<file path="src/rtl/demux_stream_1to2.sv">
// Registered 1-to-2 stream demultiplexer: each input word is steered by its
// select bit into one of two single-entry output slots, with per-output accept counters.
module demux_stream_1to2 #(
  parameter int N  = 8,
  parameter int CW = 4
) (
  input  logic          Clk,
  input  logic          ResetN,
  input  logic          InValid,
  output logic          InReady,
  input  logic          InSel,
  input  logic [N-1:0]  InData,
  output logic          Out0Valid,
  input  logic          Out0Ready,
  output logic [N-1:0]  Out0Data,
  output logic          Out1Valid,
  input  logic          Out1Ready,
  output logic [N-1:0]  Out1Data,
  output logic [CW-1:0] Cnt0,
  output logic [CW-1:0] Cnt1
);

  typedef enum logic {
    SLOT_EMPTY = 1'b0,
    SLOT_FULL  = 1'b1
  } slot_state_e;

  slot_state_e   state_q [2];
  slot_state_e   state_d [2];
  logic [N-1:0]  data_q  [2];
  logic [N-1:0]  data_d  [2];
  logic [CW-1:0] cnt_q   [2];
  logic [CW-1:0] cnt_d   [2];

  logic [1:0] out_ready;
  logic [1:0] drain;
  logic       slot_can_take;
  logic       accept;

  assign out_ready = {Out1Ready, Out0Ready};

  // A full slot that drains this cycle can be refilled on the same edge,
  // which is what gives one word per clock through a single output.
  always_comb begin
    // NOTE: every always_comb target gets a default before any branch, so no
    // path leaves a variable unassigned and no latch is inferred.
    drain         = 2'b00;
    slot_can_take = 1'b0;
    accept        = 1'b0;
    for (int i = 0; i < 2; i++) begin
      state_d[i] = state_q[i];
      data_d[i]  = data_q[i];
      cnt_d[i]   = cnt_q[i];
    end

    for (int i = 0; i < 2; i++) begin
      drain[i] = (state_q[i] == SLOT_FULL) && out_ready[i];
    end

    slot_can_take = (state_q[InSel] == SLOT_EMPTY) || out_ready[InSel];
    accept        = InValid && ResetN && slot_can_take;

    for (int i = 0; i < 2; i++) begin
      if (accept && (InSel == 1'(i))) begin
        state_d[i] = SLOT_FULL;
        data_d[i]  = InData;
        cnt_d[i]   = cnt_q[i] + CW'(1);
      end else if (drain[i]) begin
        state_d[i] = SLOT_EMPTY;
      end
    end
  end

  // Gated by ResetN so the producer sees not-ready while reset is held.
  assign InReady = ResetN && slot_can_take;

  // NOTE: the data holding registers are reset too, because the block must
  // present all-zero outputs during reset rather than stale words.
  always_ff @(posedge Clk or negedge ResetN) begin
    if (!ResetN) begin
      for (int i = 0; i < 2; i++) begin
        state_q[i] <= SLOT_EMPTY;
        data_q[i]  <= '0;
        cnt_q[i]   <= '0;
      end
    end else begin
      // NOTE: non-blocking assignments so every register samples the
      // pre-edge value of every other, independent of statement order.
      for (int i = 0; i < 2; i++) begin
        state_q[i] <= state_d[i];
        data_q[i]  <= data_d[i];
        cnt_q[i]   <= cnt_d[i];
      end
    end
  end

  assign Out0Valid = (state_q[0] == SLOT_FULL);
  assign Out1Valid = (state_q[1] == SLOT_FULL);
  assign Out0Data  = data_q[0];
  assign Out1Data  = data_q[1];
  assign Cnt0      = cnt_q[0];
  assign Cnt1      = cnt_q[1];

endmodule

</file>
<file path="config.mk">
export PLATFORM = sky130hd
export DESIGN_NAME = demux_stream_1to2
export DESIGN_NICKNAME = d
export VERILOG_FILES = /design/src/rtl/demux_stream_1to2.sv
export SDC_FILE = /design/constraint.sdc
export NUM_CORES = 1
export LEC_CHECK = 0
export ABC_AREA = 1
export CORE_MARGIN = 4
export CORE_UTILIZATION = 47
export DETAILED_ROUTE_END_ITERATION = 16
export GPL_ROUTABILITY_DRIVEN = 0
export PLACE_DENSITY = 0.84
export REMOVE_ABC_BUFFERS = 1
export SYNTH_ARGS = -nofsm -noshare
export SYNTH_HDL_FRONTEND = slang
export SYNTH_SLANG_ARGS = --single-unit
export TNS_END_PERCENT = 1
</file>
<file path="constraint.sdc">
create_clock -name Clk -period 2.9 [get_ports Clk]
set_clock_uncertainty 0.15 [all_clocks]
set_input_delay 0.29 -clock Clk [delete_from_list [all_inputs] [get_ports Clk]]
set_output_delay 0.29 -clock Clk [all_outputs]
set_load 0.1 [all_outputs]
</file>
==> results of run 1 <==
==> flip-flops by register name (all words and copies together), names as in the netlist <==
name,flops
Out0Data,8
Cnt1,4
Out1Data,8
Out0Valid,1
Cnt0,4
Out1Valid,1
==> per-layer routing <==
layer / GRT usage [%] / up-vias
li1: - / 486
met5: 0 / -
met3: 3.85 / 2
met4: 5.96 / 0
met1: 20.9 / 455
met2: 27.3 / 34
==> worst paths after layout <==
| kind | startpoint | end | slack [ps] | depth (start not counted) |
|---|---|---|---|---|
| min reg2reg | Out0Data[2] | Out0Data[2] | 350 | 2 |
| min | ResetN | Out0Data[1] | 120 | 1 |
| max | ResetN | InReady | 790 | 3 |
| max reg2reg | Out0Valid | Cnt0[0] | 1500 | 5 |
| max in group asynchronous | ResetN | Out0Valid | 1880 | 2 |
| min in group Clk | Out0Data[2] | Out0Data[2] | 350 | 2 |
==> layout make-up <==
cell class	count	area, µm²	area share, %
tap	28	35.0	2.26
sequential	26	651	42.0
timing repair buffer	41	353	22.8
inverter	8	30.0	1.94
clock inverter	1	30.0	1.94
multi-input combinational	96	427	27.6
clock buffer	3	22.5	1.46
==> stage by stage <==
stage,setup slack [ps],power [W],util [%]
after CTS,757,0.00174,68.0
final,791,0.00173,68.0
after floorplan,-785,0.00127,-
after detailed placement,760,0.00149,65.7
after global placement,810,0.00147,65.7
after global routing,661,0.00181,68.0
==> Yosys cell counts, drive strengths merged <==
cell type,number
a21boi,1
buf,4
dfrtp,26
ha,2
inv,8
nand2,83
nand3,4
nand4,2
nor2,2
xor2,2
==> cell families (layout without fill, tap and decap cells) <==
family / Yosys count / in the layout
xor gates and xnor gates: 2 / 2
and+or+nand+nor: 91 / 91
adders and majority gates: 2 / 2
DFF: 26 / 26
AOI/OAI and AO/OA: 1 / 1
buffers and inverters: 12 / 53
==> critical path, delay by kind of cell <==
kind | cells | cell delay (ps)
buffers and inverters | 2 | 980
AO/OA/AOI/OAI | 1 | 390
==> power by group through the flow <==
stage / Combinational [W] / Clock, W / Sequential [W]
after floorplan: 0.000133 / 0 / 0.00114
after global placement: 0.000942 / 0 / 0.000529
after detailed placement: 0.000955 / 0 / 0.000534
after CTS: 0.000957 / 0.000254 / 0.000528
after global routing: 0.000992 / 0.000270 / 0.000543
final: 0.000951 / 0.000248 / 0.000529
==> metrics.csv, run 1 <==
metric,value,unit
hpwl dp,1830,µm
CTS tree,yes,
row cnt,17,
xor and xnor fraction of the mapped netlist area,1.52,%
Post-Layout Cell Count,203,
CP peak stage delay,760,ps
vias in the first global route,925,
kind of critical path,primary input to primary output,
Critical-path top delay cell,clkdlybuf4s50_1,
Post-CTS Resized,0,
final wirelength,2530,µm
clock tree root driver cell,clkbuf_4,
Critical Path AT,1670,ps
drt via density,4.81,
placed inst area,0.00150,mm²
RSZ-0062 raised after global routing,false,
Power Density,1120,mW/mm²
Mapped Area,0.00115,mm²
"top cells by area, synth","dfrtp_1 (56%), nand2_1 (26%), buf_6 (3.9%)",
crit-path max FO,11,
input/output buffers,40,
Final period util,72.7,%
CP Capture Type,primary output,
I/O pins,41,
met2 WL,1230,µm
Hold Buf Count CTS,0,
Comb pwr share,55.0,%
vias after detailed routing,977,
Clock power frac,14.3,%
mux cell area share after synthesis,0,%
largest area contributor in the netlist,dfrtp_1,
Yosys cell types,13,
Flop pwr share,30.6,%
core area,0.00228,mm²
Pint,0.000774,W
Routed WL per cell,12.5,µm
CTS Buf Count,3,
Max VDD drop,914,µV
DRT iter0 DRCs,26,
M1 wire length,1100,µm
setup TNS,0,ps
Global Route Usage Sum,16.5,%
Clock Sink Count,26,
nets,192,
crit-path cells,"clkdlybuf4s50_1, a21boi_0, buf_12",
area share of the leading cell type in the synthesized netlist,56.5,%
H-tree Lvls,1,
minimum clock period,2110,ps
post-synthesis instance total,134,
post-route ant nets,0,
Ant. Diodes,0,
Synth Area in Simple Gates,32.7,%
Max Cap Violations,0,
design area,0.00155,mm²
clk buf depth,2,
highest routed metal layer,met4,
Filler cells,194,
Peak Freq,474,MHz
routed wl met3,192,µm
hold crit path type,primary input to asynchronous set/reset pin,
LEAKAGE,0.868,nW
area growth from synthesis to layout,34.3,%
placed instance count,199,
first drt pass iteration count,4,
share of cells above drive strength 1,23.4,%
largest net degree at the start of global routing,19,
Die H,57.5,µm
yosys warns,0,
"Clk pin slew, worst setup/hold paths",140,ps
initial core utilization,50.6,%
outcome,finished clean,
final hold slack,121,ps
DRC violation count after routing,0,
sw power,0.000954,W
first-pass GRT wire length,4260,µm
worst path required time,2460,ps
register area share after synthesis,56.5,%
die width,57.5,µm
largest family of logic cells by synthesized area,simple AND/OR/NAND/NOR gates,
post-synthesis adder-cell area fraction,2.17,%
antenna violations before repair,0,
Net Sw Frac,55.2,%
"commonest non-fill, non-tap cell in the layout",nand2_1,
Worst-Skew Late Latency,320,ps
# setup viols final,0,
Fin. Hold Viols,0,
syn avg cell area,8.60,µm²
crit path launch type,primary input,
fin. max-slew vios,0,
Worst-Margin Slew,516,ps
Synth Area in Compound Gates,0.651,%
flop and latch count out of synthesis,26,
most frequent cells in the layout,"nand2_1 (79), buf_4 (27), dfrtp_1 (26)",
GRT overflow,0,
postcts setup bufs,0,
Rel. slew slack,65.5,%
Die Area,0.00331,mm²
Note: power is estimated with default switching activity, not from simulation.
==> run 2: changes to the inputs <==
- CORE_UTILIZATION: 47 -> 39
- PLACE_DENSITY: 0.84 -> 0.75
- clock period: 2.9 -> 1.7 ns (I/O delays scaled with it)
==> metrics.csv, run 2 (synthesis gave the netlist of run 1 again) <==
metric,value,unit
"commonest non-fill, non-tap cell in the layout",nand2_1,
# setup viols final,0,
input/output buffers,40,
Global Route Usage Sum,16.9,%
LEAKAGE,1.00,nW
Rel. slew slack,79.8,%
Power Density,1730,mW/mm²
Clock Sink Count,26,
first drt pass iteration count,4,
minimum clock period,1680,ps
cell mode on critical path,nand2_2,
CP peak stage delay,430,ps
Max VDD drop,1510,µV
CP Capture Type,primary output,
Worst-Margin Slew,303,ps
final wirelength,3030,µm
FF/Latch Area,651,µm²
nets,200,
fin. max-slew vios,0,
kind of critical path,flop to primary output,
Max Cap Violations,0,
post-route ant nets,0,
Worst-Skew Late Latency,330,ps
first-pass GRT wire length,5330,µm
setup TNS,0,ps
largest net degree at the start of global routing,21,
Critical Path AT,1360,ps
Critical-path top delay cell,dfrtp_1,
H-tree Lvls,1,
core area,0.00278,mm²
Die Area,0.00389,mm²
RSZ-0062 raised after global routing,true,
crit path launch type,flop,
Ant. Diodes,0,
worst path required time,1380,ps
share of cells above drive strength 1,27.9,%
crit-path cells,"nand2_2, nand2_2, a21boi_2, buf_4, buf_12",
crit-path max FO,2,
Filler cells,212,
DRC violation count after routing,0,
Hold Buf Count CTS,0,
row cnt,19,
outcome,finished clean,
CTS Buf Count,3,
Peak Freq,596,MHz
DRT iter0 DRCs,15,
Final period util,98.6,%
Die H,62.4,µm
hpwl dp,2290,µm
die width,62.4,µm
CTS tree,yes,
vias in the first global route,1122,
I/O pins,41,
clk buf depth,2,
antenna violations before repair,0,
"Clk pin slew, worst setup/hold paths",150,ps
Fin. Hold Viols,0,
most frequent cells in the layout,"nand2_1 (78), buf_12 (27), dfrtp_1 (26)",
GRT overflow,0,
initial core utilization,41.4,%
drt via density,4.95,
DP Worst Slack,-12.9,ps
vias after detailed routing,1059,
Multi-input gate area,433,µm²
area growth from synthesis to layout,67.2,%
final setup margin,23.2,ps
Routed WL per cell,14.2,µm
hold crit path type,primary input to asynchronous set/reset pin,
clock tree root driver cell,clkbuf_4,
==> run 2: final cells by class <==
class,instances,area share (%)
clock buffer,4,1.88
inverter,8,1.56
timing repair buffer,49,38.3
tap,31,2.01
multi-input combinational,96,22.5
sequential,26,33.8
==> run 2: final timing paths <==
kind / to / from / cells after the start / slack [ps]
worst max-delay path: InReady / Out1Valid / 5 / 20
worst min-delay path: Out0Data[4] / ResetN / 2 / 100
worst max register to register: Out1Data[0] / Out1Valid / 5 / 360
worst min register to register: Out0Data[5] / Out0Data[5] / 2 / 410
max in group asynchronous: Out0Data[6] / ResetN / 2 / 1020
min in group Clk: Out0Data[3] / InData[3] / 3 / 240
==> run 2: worst max-delay path: cells and delay by family (launching register included) <==
family	cells	cell delay [ps]
compound gates	1	150
buf+inv	2	290
flops	1	430
simple gates	2	160
==> run 2: power by group <==
group	leakage [nW]	internal [W]	switching, W
clock network	0.0210	0.000131	0.000196
registers	0.327	0.000759	0.000221
logic	0.655	0.000700	0.00132
==> run 2: through the flow <==
step	area [µm²]	instances	power, W	hold WS, ps	util (%)
final	1930	214	0.00333	101	69.3
after global routing	1930	214	0.00346	121	69.3
after CTS	1930	214	0.00335	106	69.3
after detailed placement	1860	207	0.00301	381	66.9
after global placement	1860	207	0.00296	375	66.9
after floorplan	1110	130	0.00216	-276	-
==> run 2: per-layer routing <==
layer  share of wire [%]  routed length (µm)  track usage [%]
met5                   0                   0                0
met4                 1.7                  52             6.90
met3                 7.0                 211             4.14
met2                  51                1550             28.1
met1                  40                1220             20.7
==> run 2: repair_timing <==
| action | in CTS | in global routing |
|---|---|---|
| pin swaps | 2 | 2 |
| buffers inserted | 3 | 0 |
| gates resized for setup | 3 | 0 |
| endpoints found under the setup margin | 1 | 1 |
==> run 3: changes to the inputs <==
- GPL_ROUTABILITY_DRIVEN: 0 -> not set
==> results of run 3 <==
Same layout as run 2: the final DEF is identical, and so are final timing and power.
